**src/rtl/cache_fill_fsm.sv**
```systemverilog
// ---------------------------------------------------------------------------
// cache_fill_fsm
//
// Miss-handling controller that sits in front of the cache data and tag
// arrays. When a miss is pending it fetches the 8-word (16-byte) block that
// contains the miss address from a pipelined memory. It steers each returning
// word into the data array with a one-hot word enable and a write strobe, and
// it writes the tag together with the final word. fsm_busy stays high for the
// whole fill so the core stalls.
//
// Read issue and data receive use separate counters. Data can therefore
// return while reads are still being issued. The memory must return words in
// the order it received the requests.
//
// Optional feature (compile-time macro):
//   CACHE_FILL_CRITICAL_FIRST_EN
//     defined   : the fill starts at the critical word (miss_address[3:1]) and
//                 wraps mod 8, for both issue and write order.
//     undefined : words are fetched and written 0..7 in order.
//
// Ports:
//   clk                in   single clock, rising edge
//   rst                in   asynchronous reset, active low
//   miss_detected      in   level, a cache miss is pending
//   miss_address       in   byte address of the miss, sampled at fill start
//   memory_data        in   word returned by memory
//   memory_data_valid  in   memory_data is valid this cycle
//   fsm_busy           out  a fill is in progress
//   mem_read           out  read request to memory this cycle
//   memory_address     out  byte address of the current read request
//   data_out           out  word to write into the data array (= memory_data)
//   write_data_array   out  data array write strobe
//   word_enable        out  one-hot word select for the data array
//   write_tag_array    out  tag array write strobe, on the final word
//   fill_done          out  one-cycle pulse with the final word write
// ---------------------------------------------------------------------------
module cache_fill_fsm #(
    parameter int unsigned ADDR_W = 16,
    parameter int unsigned DATA_W = 16
) (
    input  logic              clk,
    input  logic              rst,
    input  logic              miss_detected,
    input  logic [ADDR_W-1:0] miss_address,
    input  logic [DATA_W-1:0] memory_data,
    input  logic              memory_data_valid,
    output logic              fsm_busy,
    output logic              mem_read,
    output logic [ADDR_W-1:0] memory_address,
    output logic [DATA_W-1:0] data_out,
    output logic              write_data_array,
    output logic [7:0]        word_enable,
    output logic              write_tag_array,
    output logic              fill_done
);

    typedef enum logic {
        ST_IDLE = 1'b0,
        ST_FILL = 1'b1
    } state_t;

    state_t            r_state;
    state_t            w_state_nxt;

    // The block base always has bits [3:0] clear, so only the upper bits are stored.
    logic [ADDR_W-5:0] r_base_hi;
    logic [2:0]        r_start;
    logic [3:0]        r_issue_cnt;
    logic [3:0]        r_recv_cnt;

    logic [2:0]        w_start_nxt;
    logic [2:0]        w_issue_off;
    logic [2:0]        w_recv_off;
    logic              w_unused_addr_bits;

`ifdef CACHE_FILL_CRITICAL_FIRST_EN
    assign w_start_nxt        = miss_address[3:1];
    assign w_unused_addr_bits = miss_address[0];
`else
    assign w_start_nxt        = 3'd0;
    assign w_unused_addr_bits = ^miss_address[3:0];
`endif

    // The 3-bit sums wrap from 7 to 0, so the offset never carries into the base.
    assign w_issue_off = r_start + r_issue_cnt[2:0];
    assign w_recv_off  = r_start + r_recv_cnt[2:0];

    assign fsm_busy = (r_state == ST_FILL);
    assign data_out = memory_data;

    // ------------------------------------------------------------------
    // Next state and combinational outputs
    // ------------------------------------------------------------------
    always_comb begin
        w_state_nxt      = r_state;
        mem_read         = 1'b0;
        memory_address   = '0;
        write_data_array = 1'b0;
        word_enable      = '0;
        write_tag_array  = 1'b0;
        fill_done        = 1'b0;

        case (r_state)
            ST_IDLE: begin
                if (miss_detected) begin
                    w_state_nxt = ST_FILL;
                end
            end

            ST_FILL: begin
                if (r_issue_cnt < 4'd8) begin
                    mem_read       = 1'b1;
                    memory_address = {r_base_hi, w_issue_off, 1'b0};
                end

                if (memory_data_valid && (r_recv_cnt < 4'd8)) begin
                    write_data_array = 1'b1;
                    word_enable      = 8'b0000_0001 << w_recv_off;
                    if (r_recv_cnt == 4'd7) begin
                        write_tag_array = 1'b1;
                        fill_done       = 1'b1;
                        w_state_nxt     = ST_IDLE;
                    end
                end
            end

            default: begin
                w_state_nxt = ST_IDLE;
            end
        endcase
    end

    // ------------------------------------------------------------------
    // State register and fill bookkeeping
    // ------------------------------------------------------------------
    always_ff @(posedge clk or negedge rst) begin
        if (!rst) begin
            r_state     <= ST_IDLE;
            r_base_hi   <= '0;
            r_start     <= '0;
            r_issue_cnt <= '0;
            r_recv_cnt  <= '0;
        end else begin
            r_state <= w_state_nxt;

            if (r_state == ST_IDLE) begin
                if (miss_detected) begin
                    r_base_hi   <= miss_address[ADDR_W-1:4];
                    r_start     <= w_start_nxt;
                    r_issue_cnt <= '0;
                    r_recv_cnt  <= '0;
                end
            end else begin
                // Both counters stop at 8 because their strobes are gated by cnt < 8.
                if (mem_read) begin
                    r_issue_cnt <= r_issue_cnt + 4'd1;
                end
                if (write_data_array) begin
                    r_recv_cnt <= r_recv_cnt + 4'd1;
                end
            end
        end
    end

endmodule
```
**config.mk**
```make
export PLATFORM = sky130hd
export DESIGN_NAME = cache_fill_fsm
export DESIGN_NICKNAME = d
export VERILOG_FILES = /design/src/rtl/cache_fill_fsm.sv
export SDC_FILE = /design/constraint.sdc
export NUM_CORES = 1
export LEC_CHECK = 0
export CORE_UTILIZATION = 36
export CTS_BUF_LIST = sky130_fd_sc_hd__clkbuf_4 sky130_fd_sc_hd__clkbuf_8 sky130_fd_sc_hd__clkbuf_16
export DETAILED_ROUTE_END_ITERATION = 10
export GPL_TIMING_DRIVEN = 0
export PLACE_DENSITY = 0.8
export SYNTH_ARGS = -nofsm -noshare
export SYNTH_HDL_FRONTEND = slang
export SYNTH_SLANG_ARGS = --single-unit
```
**constraint.sdc**
```tcl
create_clock -name clk -period 2.1 [get_ports clk]
set_input_delay 0.315 -clock clk [delete_from_list [all_inputs] [get_ports clk]]
set_output_delay 0.315 -clock clk [all_outputs]
set_load 0.01 [all_outputs]
```
==> metrics.txt <==
status=complete, no violations; Post-Synthesis Net Count=184; share of layout cells above drive strength 1=between 10% and 20%; Sw Pwr=0.000660 W; Final Max Tran Viols=0; first-pass GRT wire length=~4.0 mm; Finish-stage setup viols=0; vias per cell=roughly 4.4; Max-Cap Viols=0; dominant cell type by area after synthesis=dfrtp_1; CTS Sinks=21; Cell Int Power=between 0.001 and 0.0015 W; synthesized flop and latch total=21; Sw Ratio=a little over a third; fin area=1970 um2; port bufs=59; clock buffer depth=2; worst slew pin tran=0.920 ns; Core ar.=3130 um2; most frequent CP cell=clkdlybuf4s50_1; Die Height=60.2 um; TritonCTS Buffers=3; Initial Util=39.0%; synth top area cells=dfrtp_1, nand2_1, buf_4; Final #Nets=254; HP Class=reg -> reg; sequential area share after synthesis=43.1%; min cycle time layout=~2.0 ns; H-tree depth=1; clock share of power=10.9%; critical path required time=approximately 1.8 ns; Overflow after GRT=0; Comb power frac=between 50% and 60%; worst path bufs/invs=3; Clock Latency Late Sink=0.30 ns; unique cell type count in the Yosys netlist=25; DP Wirelength=2.16 mm; post-route ant nets=0; I/O pin total=81; Worst VDD drop=0.000537 V; fin crit share=95.2%; final setup TNS=0 ns; Worst path top cell family by delay=buffers and inverters; CP max FO=3; WL final=between 2 and 3 mm; Fin Clk Skew=0.00748 ns; chip width=60.2 um; startpoint types=input pin; gp weighted congestion=0.725; Worst slew margin=between 30 and 40%; FP Rows=20; largest net degree at the start of global routing=22; Critical Path, Cell by Cell=clkdlybuf4s50_1 > nand3b_1 > inv_2 > and3_4 > clkdlybuf4s50_1; LEAKAGE=1.22 nW; commonest non-fill, non-tap cells in the layout=nand2_1, clkdlybuf4s50_1, buf_4, dfrtp_1, and2_1; most common cell after layout, fill and taps aside=nand2_1; pwr dens=940 nW/um2; clock slew at reported path FFs=0.11 ns; sequential share of power=38.2%; DRC Markers=0; worst setup path class=in -> out; drt wl/cell=about 11 um; DP Area=around 1900 um2; Via Count=between 1,000 and 1,500; Largest stage delay, worst path=approximately 0.53 ns; vias in the first global route=956; 1st-iter DRT viols=43; fmax=500 MHz; mapped cell area=1220 um2; Synth top area share=43.1%; Post-CTS Hold Buffers=0; first-pass detailed-route iteration total=4; GRT Resource Usage Total=15.3%; Die ar.=3630 um2; Avg Inst Size Synth=8.65 um2; P&R area growth vs syn=61.8%; clock root cell=clkbuf_4; master of the slowest instance on the critical path=clkdlybuf4s50_1; CTS tree=built; Hold Vio Cnt, Final=0; arrival time worst endpoint=1.68 ns; Syn. warnings=0; Worst setup EP type=primary output; initial antenna violation count=0; Cells after Synth=about 140; # diodes=0
synthesized netlist by cell type:
| master | number |
|---|---|
| nand2_1 | 40 |
| clkbuf_2 | 2 |
| nand2b_1 | 1 |
| o31ai_1 | 1 |
| ha_1 | 7 |
| and2b_1 | 1 |
| o41ai_1 | 1 |
| nor2b_1 | 1 |
| nand3_1 | 2 |
| clkbuf_1 | 1 |
| a22o_1 | 1 |
| conb_1 | 1 |
| dfrtp_1 | 21 |
| o21ai_0 | 2 |
| and3_1 | 7 |
| nor2_1 | 4 |
| and2_1 | 17 |
| nand3b_1 | 1 |
| mux2i_1 | 1 |
| buf_2 | 3 |
| mux2_2 | 1 |
| a21oi_1 | 1 |
| buf_4 | 18 |
| a31oi_1 | 1 |
| inv_1 | 5 |
final cells by class:
type                    instances  area (um2)
multi-input cells              91         518
plain buffers                  24         179
clock buffers                   4        30.0
flip-flops and latches         21         527
fillers                       281        1150
repair buffers                 65         647
well taps                      44        55.1
inverters                       5        18.8
per-stage QoR:
stage          util (%)  setup slack (ns)  power [W]  cells  hold WS, ns
3_5_place_dp       59.6            -0.192    0.00162    244        0.454
5_1_grt            63.1          -0.00395    0.00202    254        0.496
3_3_place_gp       59.6            -0.169    0.00158    244        0.449
2_1_floorplan         -             0.682    0.00120    141       0.0194
4_1_cts            61.2           -0.0146    0.00185    250        0.481
6_report           63.1             0.101    0.00186    254        0.475
registers in the layout, summed over array words and instances, names as in the netlist:
name / cells
r_base_hi: 12
r_issue_cnt: 4
r_recv_cnt: 4
fsm_busy: 1
path summary, 6_finish.rpt:
kind                                     startpoint                          to  slack [ns]  cells after the start
setup / recovery                  memory_data_valid                   fill_done        0.10                      5
setup reg to reg                 fsm_busy$_DFF_PN0_    r_base_hi[6]$_DFFE_PN0P_        0.68                      5
max in group asynchronous                       rst          fsm_busy$_DFF_PN0_        0.97                      1
hold / removal             r_base_hi[7]$_DFFE_PN0P_    r_base_hi[7]$_DFFE_PN0P_        0.47                      2
hold reg to reg            r_base_hi[7]$_DFFE_PN0P_    r_base_hi[7]$_DFFE_PN0P_        0.47                      2
min in group asynchronous                       rst  r_issue_cnt[2]$_DFFE_PN0P_        0.52                      1
per-layer routing:
metal / share of wire, % / up-vias / GRT usage, %
met4: 0.94 / 0 / 3.32
met5: 0 / - / 0
met2: 52 / 43 / 28.4
met1: 41 / 509 / 16.3
met3: 6.1 / 4 / 5.41
li1: - / 566 / -
worst reg2reg max path, delay by kind of cell, from the launching register on:
kind                   cells  cell delay [ns]
AND/OR/NAND/NOR            3             0.47
flip-flops                 1             0.45
buffers and inverters      2             0.45
logic make-up after synthesis:
kind of cell | after synthesis | synth area share (%)
fa+ha+maj | 7 | 7.18
flops | 21 | 43.1
other cells | 1 | 0.307
mux | 2 | 1.74
compound gates | 7 | 3.80
simple gates | 74 | 28.9
buf+inv | 29 | 15.0
power groups by stage:
stage	Sequential, W	Clock [W]	Combinational (W)
2_1_floorplan	0.000686	0	0.000510
3_3_place_gp	0.000712	0	0.000867
3_5_place_dp	0.000724	0	0.000901
4_1_cts	0.000713	0.000212	0.000923
5_1_grt	0.000729	0.000231	0.00106
6_report	0.000708	0.000203	0.000945
repair_timing:
action / 4_1_cts / 5_1_grt
buffers inserted: 2 / 4
resized for setup: 20 / 16
setup endpoints to repair: 27 / 12
Note: power is estimated with default switching activity, not from simulation.
